### config.mk
export PLATFORM = sky130hd
export DESIGN_NAME = divider_flat
export DESIGN_NICKNAME = d
export VERILOG_FILES = /design/src/rtl/divider_if.sv /design/src/rtl/divider.sv /design/src/flat_wrapper.sv
export SDC_FILE = /design/constraint.sdc
export NUM_CORES = 1
export LEC_CHECK = 0
export ABC_AREA = 1
export BUFFER_PORTS_ARGS = -buffer_cell sky130_fd_sc_hd__buf_2
export CAP_MARGIN = 25
export CORE_MARGIN = 8
export CORE_UTILIZATION = 31
export DETAILED_ROUTE_END_ITERATION = 6
export PLACE_DENSITY_LB_ADDON = 0.3
export SLEW_MARGIN = 15
export SYNTH_ARGS = -nofsm -noshare
export SYNTH_HDL_FRONTEND = slang
export SYNTH_SLANG_ARGS = --single-unit
### constraint.sdc
create_clock -name clk_i -period 2.22 [get_ports clk_i]
set_input_delay 0.111 -clock clk_i [delete_from_list [all_inputs] [get_ports clk_i]]
set_output_delay 0.111 -clock clk_i [all_outputs]
set_load 0.01 [all_outputs]
### src/rtl/divider_if.sv
// Handshake and operand bundle between the execute stage and the iterative divider.
// The master is the execute stage. The slave is the divider itself.
interface divider_if #(
    parameter int XLEN = 32
);
    logic            start_i;
    logic            flush_i;
    logic [1:0]      op_i;
    logic [XLEN-1:0] a_i;
    logic [XLEN-1:0] b_i;
    logic            busy_o;
    logic            valid_o;
    logic [XLEN-1:0] result_o;

    modport master (
        output start_i, flush_i, op_i, a_i, b_i,
        input  busy_o, valid_o, result_o
    );

    modport slave (
        input  start_i, flush_i, op_i, a_i, b_i,
        output busy_o, valid_o, result_o
    );
endinterface

### src/rtl/divider.sv
// Iterative radix-2 restoring divider for RV32M DIV/DIVU/REM/REMU.
// It retires one quotient bit per cycle on magnitudes and then applies sign correction.
// Optional macro DIV_EARLY_EXIT_EN: divide-by-zero and signed overflow finish straight from IDLE.
// Without that macro, those cases fall out of the normal datapath.
module divider #(
    parameter int XLEN = 32
) (
    input  logic     clk_i,
    input  logic     rst_ni,
    divider_if.slave bus
);
    localparam int CW = $clog2(XLEN);

    typedef enum logic [1:0] {
        IDLE = 2'd0,
        CALC = 2'd1,
        FIX  = 2'd2,
        DONE = 2'd3
    } state_t;

    state_t          state;
    state_t          nextState;
    logic [CW-1:0]   cnt;
    logic [XLEN-1:0] quo;
    logic [XLEN-1:0] rem;
    logic [XLEN-1:0] bAbs;
    logic [XLEN-1:0] result;
    logic            aNeg;
    logic            bNeg;
    logic            bZero;
    logic            isRem;

    logic            startOk;
    logic            inSigned;
    logic            inANeg;
    logic            inBNeg;
    logic [XLEN-1:0] inAAbs;
    logic [XLEN-1:0] inBAbs;
    logic            inBZero;

    logic [XLEN:0]   remShift;
    logic            remGe;
    logic [XLEN-1:0] remNext;
    logic            negQ;
    logic [XLEN-1:0] quoFix;
    logic [XLEN-1:0] remFix;

`ifdef DIV_EARLY_EXIT_EN
    logic            inSpecial;
    logic [XLEN-1:0] specialResult;
`endif

    assign bus.busy_o   = (state != IDLE);
    assign bus.valid_o  = (state == DONE);
    assign bus.result_o = result;

    // Decode the operands presented with start.
    // Only DIV/REM take magnitudes. The sign flags already fold in signedness.
    always_comb begin
        startOk  = bus.start_i & ~bus.flush_i;
        inSigned = ~bus.op_i[0];
        inANeg   = inSigned & bus.a_i[XLEN-1];
        inBNeg   = inSigned & bus.b_i[XLEN-1];
        inAAbs   = inANeg ? -bus.a_i : bus.a_i;
        inBAbs   = inBNeg ? -bus.b_i : bus.b_i;
        inBZero  = (bus.b_i == '0);
    end

`ifdef DIV_EARLY_EXIT_EN
    // Detect the two special cases and form their architectural results directly.
    always_comb begin
        inSpecial     = inBZero | (inSigned & (bus.a_i == {1'b1, {(XLEN-1){1'b0}}}) & (&bus.b_i));
        specialResult = '0;
        if (inBZero) begin
            specialResult = bus.op_i[1] ? bus.a_i : '1;
        end else begin
            specialResult = bus.op_i[1] ? '0 : bus.a_i;
        end
    end
`endif

    // One restoring step. The compare is one bit wider so a dividend magnitude of 2^(XLEN-1) is safe.
    // The difference always fits in XLEN bits when the compare succeeds.
    always_comb begin
        remShift = {rem, quo[XLEN-1]};
        remGe    = (remShift >= {1'b0, bAbs});
        remNext  = remGe ? (remShift[XLEN-1:0] - bAbs) : remShift[XLEN-1:0];
        negQ     = (aNeg ^ bNeg) & ~bZero;
        quoFix   = negQ ? -quo : quo;
        remFix   = aNeg ? -rem : rem;
    end

    // State register.
    always_ff @(posedge clk_i or negedge rst_ni) begin
        if (!rst_ni) begin
            state <= IDLE;
        end else begin
            state <= nextState;
        end
    end

    // Next-state logic. Flush overrides every transition.
    always_comb begin
        nextState = state;
        case (state)
            IDLE: begin
                if (startOk) begin
`ifdef DIV_EARLY_EXIT_EN
                    nextState = inSpecial ? DONE : CALC;
`else
                    nextState = CALC;
`endif
                end
            end
            CALC: begin
                if (cnt == '0) begin
                    nextState = FIX;
                end
            end
            FIX:     nextState = DONE;
            DONE:    nextState = IDLE;
            default: nextState = IDLE;
        endcase
        if (bus.flush_i) begin
            nextState = IDLE;
        end
    end

    // Datapath. A flushed cycle changes nothing, so result keeps its last value.
    always_ff @(posedge clk_i or negedge rst_ni) begin
        if (!rst_ni) begin
            cnt    <= '0;
            quo    <= '0;
            rem    <= '0;
            bAbs   <= '0;
            result <= '0;
            aNeg   <= 1'b0;
            bNeg   <= 1'b0;
            bZero  <= 1'b0;
            isRem  <= 1'b0;
        end else if (!bus.flush_i) begin
            case (state)
                IDLE: begin
                    if (bus.start_i) begin
                        aNeg  <= inANeg;
                        bNeg  <= inBNeg;
                        bZero <= inBZero;
                        isRem <= bus.op_i[1];
                        quo   <= inAAbs;
                        bAbs  <= inBAbs;
                        rem   <= '0;
                        cnt   <= CW'(XLEN-1);
`ifdef DIV_EARLY_EXIT_EN
                        if (inSpecial) begin
                            result <= specialResult;
                        end
`endif
                    end
                end
                CALC: begin
                    quo <= {quo[XLEN-2:0], remGe};
                    rem <= remNext;
                    if (cnt != '0) begin
                        cnt <= cnt - 1'b1;
                    end
                end
                FIX: begin
                    result <= isRem ? remFix : quoFix;
                end
                default: ;
            endcase
        end
    end
endmodule

### src/flat_wrapper.sv
// flat-port wrapper written by rule: the top's interface ports become plain ports
module divider_flat 
#(
    parameter int XLEN = 32
)
  (clk_i, rst_ni, bus_start_i, bus_flush_i, bus_op_i, bus_a_i, bus_b_i, bus_busy_o, bus_valid_o, bus_result_o);
  divider_if #(.XLEN(XLEN)) bus_i ();
  input  logic clk_i;
  input  logic rst_ni;
  input wire logic [$bits(bus_i.start_i)-1:0] bus_start_i;
  input wire logic [$bits(bus_i.flush_i)-1:0] bus_flush_i;
  input wire logic [$bits(bus_i.op_i)-1:0] bus_op_i;
  input wire logic [$bits(bus_i.a_i)-1:0] bus_a_i;
  input wire logic [$bits(bus_i.b_i)-1:0] bus_b_i;
  output wire logic [$bits(bus_i.busy_o)-1:0] bus_busy_o;
  output wire logic [$bits(bus_i.valid_o)-1:0] bus_valid_o;
  output wire logic [$bits(bus_i.result_o)-1:0] bus_result_o;
  assign bus_i.start_i = bus_start_i;
  assign bus_i.flush_i = bus_flush_i;
  assign bus_i.op_i = bus_op_i;
  assign bus_i.a_i = bus_a_i;
  assign bus_i.b_i = bus_b_i;
  assign bus_busy_o = bus_i.busy_o;
  assign bus_valid_o = bus_i.valid_o;
  assign bus_result_o = bus_i.result_o;
  divider #(.XLEN(XLEN)) u_core (.clk_i(clk_i), .rst_ni(rst_ni), .bus(bus_i));
endmodule
==> summary.md <==
| Metric | Value |
|---|---|
| Final Cell Area | `15870 um2` |
| Synthesis Warnings | `0` |
| Flop pwr share | `0.188` |
| Cell area after synthesis | `12150 um2` |
| Number of global-route vias before repair | `13300` |
| Adder-cell share of the synthesized area | `0.04492` |
| P_sw | `12.09 mW` |
| Total Wirelength | `44.97 mm` |
| Worst slew pin tran | `0.7938 ns` |
| Drt first pass iters | `6` |
| Pleak | `8.184 nW` |
| Crit Path Class | `reg -> reg` |
| H-tree Lvls | `4` |
| ANT cells | `0` |
| Net Count, Synth | `2092` |
| Compound-Gate Fraction of Synth Area | `0.1284` |
| Worst Setup End Kind | `register` |
| Final Util | `0.4106` |
| Initial antenna violation count | `1` |
| Initial Util | `0.3143` |
| Die footprint | `45770 um2` |
| Status | `finished, final reports clean` |
| Largest net degree at the start of global routing | `53` |
| Clock power share | `0.126` |
| Synth Area in Simple Gates | `0.3922` |
| Switching part of the total power | `0.5075` |
| Power density cells | `1502 nW/um2` |
| Row cnt | `72` |
| Clock Skews | `0.01425 ns` |
| Nets | `2322` |
| Mean Syn Cell Area | `6.137 um2` |
| Final setup viols | `0` |
| Share of cells above drive strength 1 | `0.2025` |
| Top Ports | `104` |
| Count of different cell masters after synthesis | `48` |
| Crit path DAT | `2.48 ns` |
| Setup WS pre-CTS | `-0.2042 ns` |
| Total grt overflow | `0` |
| EDFF count, synth | `0` |
| Register area share after synthesis | `0.2864` |
| Combinational Power Share | `0.686` |
| Flop and latch count out of synthesis | `139` |
| Fin. max-slew vios | `0` |
| CTS sink cnt | `139` |
| RSZ-0062 raised after global routing | `true` |
| Critical path required time | `2.53 ns` |
| CTS Buf Count | `17` |
| Mapped Cells | `1979` |
| Root Driver | `clkbuf_16` |
| Worst setup margin | `0.04704 ns` |
| Primary FF master, synth | `dfrtp_1` |
| Max Clock Freq | `0.4602 GHz` |
| Iter 0 DRT Violations | `1090` |
| Final min period | `2.173 ns` |
| Area grow syn2layout | `30.66%` |
| Max clock buf depth | `2` |
| PortBufs | `103` |
| Worst skew pair latency | `0.44 ns` |
| Placed cell area | `14180 um2` |
| Area contributors post-synth | `dfrtp_1, nand2_1, nand3_1` |
| Commonest non-fill, non-tap cell in the layout | `nand2_1` |
| Global-route wire length before repair | `71.79 mm` |
| Gr usage total | `0.1920` |
| Yosys top cell by area | `dfrtp_1` |
| Power Total | `23.83 mW` |
| Die width | `213.9 um` |
| Critical Path Source Type | `register` |
| CORE AREA | `38650 um2` |
| Xor/xnor share of the synthesized area | `0.03173` |
| Routed vias/inst | `4.995` |
| CTS tree | `done` |
| Die Y | `213.9 um` |
| Period utilization | `0.9788` |
| Asr flop ratio synth | `1.000` |
| Max VDD drop | `0.0007515 V` |
| Main combinational cell family by area after synthesis | `simple AND/OR/NAND/NOR gates` |
| Clock transition at path regs | `0.07 ns` |
| Final Hold Viols | `0` |
| Internal power | `11.74 mW` |
| Final ANT Viol Nets | `0` |
| Hold Worst Slack | `0.01714 ns` |
| Yosys top cell area share | `0.2864` |
| Final GP Congestion | `0.9554` |
| Post-synthesis mux area share | `0` |
| Max-Cap Viols | `0` |
| Worst rel slew slack | `0.4652` |
| DRC Markers | `0` |
| HP Class | `in -> reg` |
| DR vias | `13690` |
| Post-DP HPWL | `35.58 mm` |
| Critical path fanouts, max | `13` |
| DR WL/cell | `16.41 um` |
| Most frequent cells in the layout | `nand2_1, inv_1, nand3_1, nor2_1, dfrtp_1` |
[synthesized netlist by cell type (6+ instances only)]
library cell	number
a21oi_1	70
a31oi_1	23
buf_2	14
clkbuf_1	34
dfrtp_1	139
ha_1	42
inv_1	296
inv_2	8
nand2_1	607
nand3_1	222
nand3b_1	9
nand4_1	28
nor2_1	194
nor2_2	8
nor3_1	26
o21ai_0	87
o21ai_1	16
o21bai_1	19
o221ai_1	12
o22ai_1	29
o31ai_1	6
or2_2	6
xnor2_1	18
xor2_1	26
[layer usage]
metal	vias to the layer above	global-route usage	wire length [um]
li1	6847	-	-
met1	6425	0.2643	21290
met2	362	0.3130	20580
met3	52	0.02228	2028
met4	0	0.05430	1082
met5	-	0	0
[registers in the layout, summed over array words and instances, names as in the netlist]
signal / flops
u_core.state: 2
u_core.bNeg: 1
u_core.bZero: 1
u_core.rem: 32
u_core.aNeg: 1
u_core.cnt: 5
u_core.bus.result_o: 32
u_core.isRem: 1
u_core.quo: 32
u_core.bAbs: 32
[worst max-delay path, stage by stage, from the launching register on]
cell	delay, ns
dfrtp_1	0.45
ha_4	0.31
buf_4	0.10
nand2_2	0.06
nor2_2	0.14
nand2_2	0.09
nor2_4	0.13
nand2_2	0.08
nor2_4	0.15
nor2_8	0.08
clkbuf_16	0.18
a21oi_1	0.17
o21ai_0	0.11
[cell families (layout without fill, tap and decap cells)]
kind of cell    after synthesis  count (layout)
xor+xnor                     44              44
compound gates              271             271
flops                       139             139
buf+inv                     362             605
simple gates               1120            1120
fa+ha+maj                    43              43
[power by group through the flow]
stage	logic, mW	clock network (mW)	registers (mW)
6_report	16.4	3.01	4.47
3_5_place_dp	14.4	0	4.44
5_1_grt	18.2	3.15	4.58
3_3_place_gp	14.3	0	4.42
4_1_cts	14.9	3.07	4.42
2_1_floorplan	9.12	0	4.31
[final cells by class]
cell class / instances / area (um2)
fillers: 4097 / 22780
multi-input cells: 1478 / 7951
flip-flops and latches: 139 / 3492
repair buffers: 268 / 2036
inverters: 305 / 1145
well taps: 518 / 648.1
clock buffers: 18 / 439.2
clock inverters: 14 / 157.7
[timing repair]
| item | CTS | global route |
|---|---|---|
| setup buffers | 4 | 7 |
| cloned | 0 | 3 |
| hold buffers | 21 | 0 |
| setup endpoints to repair | 33 | 45 |
| hold endpoints to repair | 68 | 0 |
| pin swaps | 7 | 8 |
| resized for setup | 32 | 133 |
[final timing paths]
kind,cells after the start,slack [ns],startpoint,endpoint
worst min-delay path,3,0.02,bus_b_i[14],u_core.bAbs[14]
max in group asynchronous,3,1.26,rst_ni,u_core.quo[3]
worst max-delay path,12,0.05,u_core.rem[7],u_core.rem[1]
worst min register to register,2,0.47,u_core.bus.result_o[25],u_core.bus.result_o[25]
worst max register to register,12,0.05,u_core.rem[7],u_core.rem[1]
min in group asynchronous,2,0.20,rst_ni,u_core.bAbs[16]
[per-stage QoR]
stage,std cells,setup TNS [ns]
2_1_floorplan,1979,0
3_3_place_gp,2673,-5.543
6_report,2740,0
3_5_place_dp,2673,-5.181
5_1_grt,2740,-0.4366
4_1_cts,2730,0
(Power assumes the default switching activity.)
